**src/rtl/miriscv_data_bus.sv**
```systemverilog
// Data-side interconnect: decodes core accesses onto N slave windows, one transaction at a time.
// Define MIRISCV_BUS_ERR_LATCH_EN to add the last-fault address and saturating fault counter.
module miriscv_data_bus #(
    parameter int unsigned              N_SLAVES       = 2,
    parameter logic [N_SLAVES*32-1:0]   SLAVE_BASE     = {32'h8000_2000, 32'h8000_0000},
    parameter logic [N_SLAVES*32-1:0]   SLAVE_MASK     = {32'hFFFF_FF00, 32'hFFFF_F000},
    parameter int unsigned              TIMEOUT_CYCLES = 16,
    parameter logic [31:0]              DEF_RDATA      = 32'h0000_0000
) (
    input  logic                    clk_i,
    input  logic                    rst_i,
    input  logic                    req_i,
    input  logic                    we_i,
    input  logic [3:0]              be_i,
    input  logic [31:0]             addr_i,
    input  logic [31:0]             wdata_i,
    output logic                    stall_o,
    output logic                    done_o,
    output logic                    err_o,
    output logic [31:0]             rdata_o,
    output logic [N_SLAVES-1:0]     s_req_o,
    output logic                    s_we_o,
    output logic [3:0]              s_be_o,
    output logic [31:0]             s_addr_o,
    output logic [31:0]             s_wdata_o,
    input  logic [N_SLAVES*32-1:0]  s_rdata_i,
    input  logic [N_SLAVES-1:0]     s_ack_i,
    output logic [31:0]             err_addr_o,
    output logic [7:0]              err_cnt_o
);

    localparam int unsigned IdxW        = (N_SLAVES > 1) ? $clog2(N_SLAVES) : 1;
    localparam int unsigned CntW        = (TIMEOUT_CYCLES > 0) ? $clog2(TIMEOUT_CYCLES + 1) : 1;
    localparam int unsigned TimeoutLast = (TIMEOUT_CYCLES > 0) ? TIMEOUT_CYCLES - 1 : 0;
    localparam bit          TimeoutEn   = (TIMEOUT_CYCLES != 0);

    typedef enum logic [1:0] {
        StIdle,
        StAccess,
        StResp
    } state_e;

    state_e          state_q, state_d;
    logic [IdxW-1:0] idx_q, idx_d;
    logic [CntW-1:0] cnt_q, cnt_d;
    logic            we_q, we_d;
    logic [3:0]      be_q, be_d;
    logic [31:0]     addr_q, addr_d;
    logic [31:0]     wdata_q, wdata_d;
    logic            err_q, err_d;
    logic [31:0]     rdata_q, rdata_d;

    logic            hit;
    logic [IdxW-1:0] hit_idx;
    logic [31:0]     hit_mask;
    logic            ack_sel;
    logic [31:0]     rdata_sel;

    // Descending scan so the lowest matching index is the one left standing.
    always_comb begin
        hit      = 1'b0;
        hit_idx  = '0;
        hit_mask = '0;
        for (int k = int'(N_SLAVES) - 1; k >= 0; k--) begin
            if ((addr_i & SLAVE_MASK[32*k +: 32]) ==
                (SLAVE_BASE[32*k +: 32] & SLAVE_MASK[32*k +: 32])) begin
                hit      = 1'b1;
                hit_idx  = IdxW'(k);
                hit_mask = SLAVE_MASK[32*k +: 32];
            end
        end
    end

    assign ack_sel   = s_ack_i[idx_q];
    assign rdata_sel = s_rdata_i[32*idx_q +: 32];

    always_comb begin
        state_d = state_q;
        idx_d   = idx_q;
        cnt_d   = cnt_q;
        we_d    = we_q;
        be_d    = be_q;
        addr_d  = addr_q;
        wdata_d = wdata_q;
        err_d   = err_q;
        rdata_d = rdata_q;
        unique case (state_q)
            StIdle: begin
                if (req_i) begin
                    if (hit) begin
                        idx_d   = hit_idx;
                        we_d    = we_i;
                        be_d    = be_i;
                        addr_d  = addr_i & ~hit_mask;
                        wdata_d = wdata_i;
                        cnt_d   = '0;
                        state_d = StAccess;
                    end else begin
                        err_d   = 1'b1;
                        rdata_d = DEF_RDATA;
                        state_d = StResp;
                    end
                end
            end
            StAccess: begin
                // Ack is checked first so an ack in the expiry cycle still completes cleanly.
                if (ack_sel) begin
                    err_d   = 1'b0;
                    rdata_d = we_q ? 32'h0 : rdata_sel;
                    state_d = StResp;
                end else if (TimeoutEn && (cnt_q == CntW'(TimeoutLast))) begin
                    err_d   = 1'b1;
                    rdata_d = DEF_RDATA;
                    state_d = StResp;
                end else if (TimeoutEn) begin
                    cnt_d = cnt_q + 1'b1;
                end
            end
            StResp: begin
                err_d   = 1'b0;
                state_d = StIdle;
            end
            default: state_d = StIdle;
        endcase
    end

    always_ff @(posedge clk_i) begin
        if (rst_i) begin
            state_q <= StIdle;
            idx_q   <= '0;
            cnt_q   <= '0;
            we_q    <= 1'b0;
            be_q    <= '0;
            addr_q  <= '0;
            wdata_q <= '0;
            err_q   <= 1'b0;
            rdata_q <= '0;
        end else begin
            state_q <= state_d;
            idx_q   <= idx_d;
            cnt_q   <= cnt_d;
            we_q    <= we_d;
            be_q    <= be_d;
            addr_q  <= addr_d;
            wdata_q <= wdata_d;
            err_q   <= err_d;
            rdata_q <= rdata_d;
        end
    end

    always_comb begin
        s_req_o = '0;
        if (state_q == StAccess) begin
            s_req_o[idx_q] = 1'b1;
        end
    end

    assign done_o    = (state_q == StResp);
    assign stall_o   = req_i & ~done_o;
    assign err_o     = err_q;
    assign rdata_o   = rdata_q;
    assign s_we_o    = we_q;
    assign s_be_o    = be_q;
    assign s_addr_o  = addr_q;
    assign s_wdata_o = wdata_q;

`ifdef MIRISCV_BUS_ERR_LATCH_EN
    logic        fault;
    logic [31:0] err_addr_q;
    logic [7:0]  err_cnt_q;

    // Captured while the core still holds addr_i, i.e. on the transition into RESP.
    assign fault = (state_d == StResp) && err_d;

    always_ff @(posedge clk_i) begin
        if (rst_i) begin
            err_addr_q <= '0;
            err_cnt_q  <= '0;
        end else if (fault) begin
            err_addr_q <= addr_i;
            if (err_cnt_q != 8'hFF) begin
                err_cnt_q <= err_cnt_q + 8'd1;
            end
        end
    end

    assign err_addr_o = err_addr_q;
    assign err_cnt_o  = err_cnt_q;
`else
    assign err_addr_o = '0;
    assign err_cnt_o  = '0;
`endif

endmodule
```
**config.mk**
```make
export PLATFORM = sky130hd
export DESIGN_NAME = miriscv_data_bus
export DESIGN_NICKNAME = d
export VERILOG_FILES = /design/src/rtl/miriscv_data_bus.sv
export SDC_FILE = /design/constraint.sdc
export NUM_CORES = 1
export LEC_CHECK = 0
export CORE_MARGIN = 1.5
export CORE_UTILIZATION = 41
export CTS_CLUSTER_SIZE = 12
export DETAILED_ROUTE_END_ITERATION = 12
export PLACE_DENSITY = 0.88
export SLEW_MARGIN = 20
export SYNTH_ARGS = -nofsm -noshare
export SYNTH_HDL_FRONTEND = slang
export SYNTH_SLANG_ARGS = --single-unit
```
**constraint.sdc**
```tcl
create_clock -name clk_i -period 4.1 [get_ports clk_i]
set_clock_uncertainty 0.1 [all_clocks]
set_input_delay 0.82 -clock clk_i [delete_from_list [all_inputs] [get_ports clk_i]]
set_output_delay 0.82 -clock clk_i [all_outputs]
set_load 0.02 [all_outputs]
```
==> impl_metrics.csv <==
group,metric,value,unit
route,route.vias.total,4712,
route,drtIter0Drc,279,
critical_path,crit_family,"buffers and inverters",
timing,min_period,3.02,ns
yosys,syn_inst,530,
floorplan,rows,40,
finish,drive_above_1_share,0.0851,
global_routing,globalRouteMet1Util,0.251,
cts,cts_buffers,9,
yosys,yosysSeqAreaShare,0.444,
cts,post_cts_resized,0,
power_and_ir_drop,p_leak,2.56,nW
finish,areaGrowthSynthToFinish,53.9,%
global_routing,grt_util_all_layers,0.229,
global_routing,busiest_layer,"met2",
yosys,synth-warning-count,0,
critical_path,crit_fanout,4,
yosys,syn_area,4960,um^2
finish,nets,887,
flow_run,maxCapViolCount,0,
floorplan,die_area,12800,um^2
timing,period_share,0.735,
place,hpwl,11100,um
yosys,synth_top_area_cell,"dfxtp_1",
yosys,synthTopCellsByCount,"dfxtp_1 (110), a21oi_1 (53), o21ai_0 (52), nand3_1 (50), buf_4 (40)",
timing,hold_violations,0,
cts,path_clk_slew,0.08,ns
global_routing,grt_max_degree,49,
global_routing,grt_pass1_vias,4564,
global_routing,grt_use_met2,0.416,
timing,slew_headroom,0.409,
yosys,synth_top_area_frac,0.444,
critical_path,required,3.18,ns
route,via_per_inst,5.24,
yosys,postSynth.asyncResetShare,0,
floorplan,die_h,113,um
critical_path,crit_slowest_cell,"clkdlybuf4s50_1",
route,antenna_left,0,
cts,postCtsSetupBuffers,0,
route,wl_per_cell,16.9,um
yosys,synth_cell_types,39,
timing,rsz0062_at_grt,"no",
route,wl,15200,um
power_and_ir_drop,ir_worst_vdd,0.000230,V
critical_path,cp-end-kind,"primary output",
cts,cts_hold_buf,0,
cts,cts.path.max_buffers,2,
critical_path,crit_buf_inv,2,
min_path,hold_path_class,"register to register",
timing,final-max-slew-violation-count,0,
timing,fin_tns_setup,0,ns
floorplan,design.core.area,11900,um^2
critical_path,crit_path_frequent_cell,"clkdlybuf4s50_1",
yosys,synth-seq-cells,110,
route,firstDrtPassIters,4,
yosys,synth_flop_cell,"dfxtp_1",
yosys,synth_edf_count,0,
critical_path,start_kind,"input pin",
place,port_buffers,243,
cts,htree_num_levels,3,
global_routing,grt_pass1_wl,23200,um
timing,setup_viol,0,
finish,antennaDiodeCount,0,
critical_path,arrival,2.10,ns
cts,root_buffer,"clkbuf_16",
critical_path,path_class,"input pin to primary output",
critical_path,cpPeakStageDelay,0.60,ns
place,routabilityCongestion,0.776,
floorplan,initial_utilization,0.417,
power_and_ir_drop,p_per_area,283,nW/um^2
floorplan,pin_count,284,
timing,fin_ws,1.08,ns
global_routing,overflow,0,
timing,tightest_slew,0.887,ns
global_routing,antenna_found_initial,0,
yosys,ys_top_cells_by_area,"dfxtp_1 (44%), o32ai_2 (9.8%), mux2i_1 (6.7%)",
cts,clk_latency,0.34,ns
route,drcViolationCount,0,
floorplan,die_x,113,um
cts,cts_tree,"done",
cts,numClockSinks,110,
global_routing,use_met3,0.0632,
critical_path,critical_path.cell_chain,"clkdlybuf4s50_1 -> nor2b_1 -> clkdlybuf4s50_1",
yosys,yosysMostFrequentCell,"dfxtp_1",
timing,fmax,0.332,GHz
run_status,run_status,"complete, no violations",
yosys,postSynthAreaPerCell,9.37,um^2
place,pre_cts_slack,0.833,ns
-- per-stage QoR --
step                utilization  instances  area [um^2]  power, mW  hold WS (ns)
finish                    0.641        899         7640       2.16         0.358
floorplan                     -        569         5110       1.21         0.378
global route              0.641        899         7640       2.25         0.382
CTS                       0.641        899         7640       2.18         0.364
global placement          0.617        883         7350       1.33         0.342
detailed placement        0.617        883         7350       1.34         0.344
-- cells in the final DEF (no fill, tap or decap), types with 2 or more instances in the layout --
cell type,instances
a211o_1,2
a211oi_1,3
a21oi_1,53
a311oi_1,4
and2_1,20
and3_1,2
buf_4,10
clkbuf_16,9
clkdlybuf4s50_1,242
conb_1,40
dfxtp_1,109
ha_1,2
inv_1,36
mux2i_1,33
nand3_1,50
nand4_1,2
nor2_1,12
nor2b_1,5
nor3_1,3
nor4_1,5
nor4b_1,2
o21ai_0,52
o32ai_1,2
o32ai_2,30
-- power breakdown --
part | total (mW) | switching, mW | internal [mW]
sequential | 1.07 | 0.00179 | 1.07
combinational | 0.242 | 0.107 | 0.135
clock | 0.852 | 0.410 | 0.442
-- logic make-up (layout without fill, tap and decap cells) --
family          Yosys count  after routing  synth area share
compound gates          151            151             0.235
fa+ha+maj                 2              2           0.00504
buf+inv                 122            305             0.124
flops                   110            110             0.444
mux                      34             34            0.0688
other cells               1             40          0.000755
simple gates            110            110             0.123
-- path summary, 6_finish.rpt --
path / cells after the start / end / slack, ns / startpoint
worst max-delay path: 3 / stall_o / 1.08 / req_i
worst min-delay path: 1 / s_addr_o[30] / 0.36 / s_addr_o[30]
worst max register to register: 8 / err_o / 1.57 / cnt_q[0]
worst min register to register: 1 / s_addr_o[30] / 0.36 / s_addr_o[30]
-- worst register-to-register path: stages (launching register included) --
cell and delay [ns]:
dfxtp_1 0.41, ha_1 0.21, and3_1 0.17, ha_1 0.27, nor2b_1 0.09, a211o_1 0.33
a31oi_4 0.13, buf_4 0.47, o221a_2 0.30
-- flip-flops by register name, indices dropped and copies added, names as in the netlist --
name,cells
idx_q,1
s_wdata_o,32
err_o,1
s_we_o,1
s_addr_o,32
state_q,2
s_be_o,4
cnt_q,5
rdata_o,32
-- per-layer routing --
layer	vias up	share of wire
li1	2236	-
met1	2234	0.39
met2	218	0.52
met3	24	0.077
met4	0	0.023
met5	-	0
-- final cells by class --
cell class	instances	area, um^2
Clock buffer	11	243
Clock inverter	5	52.6
Fill cell	923	4270
Inverter	36	135
Multi-Input combinational cell	337	2310
Sequential cell	110	2200
Tap cell	147	184
Timing Repair Buffer	253	2520
Power figures use the tool's default switching activity.
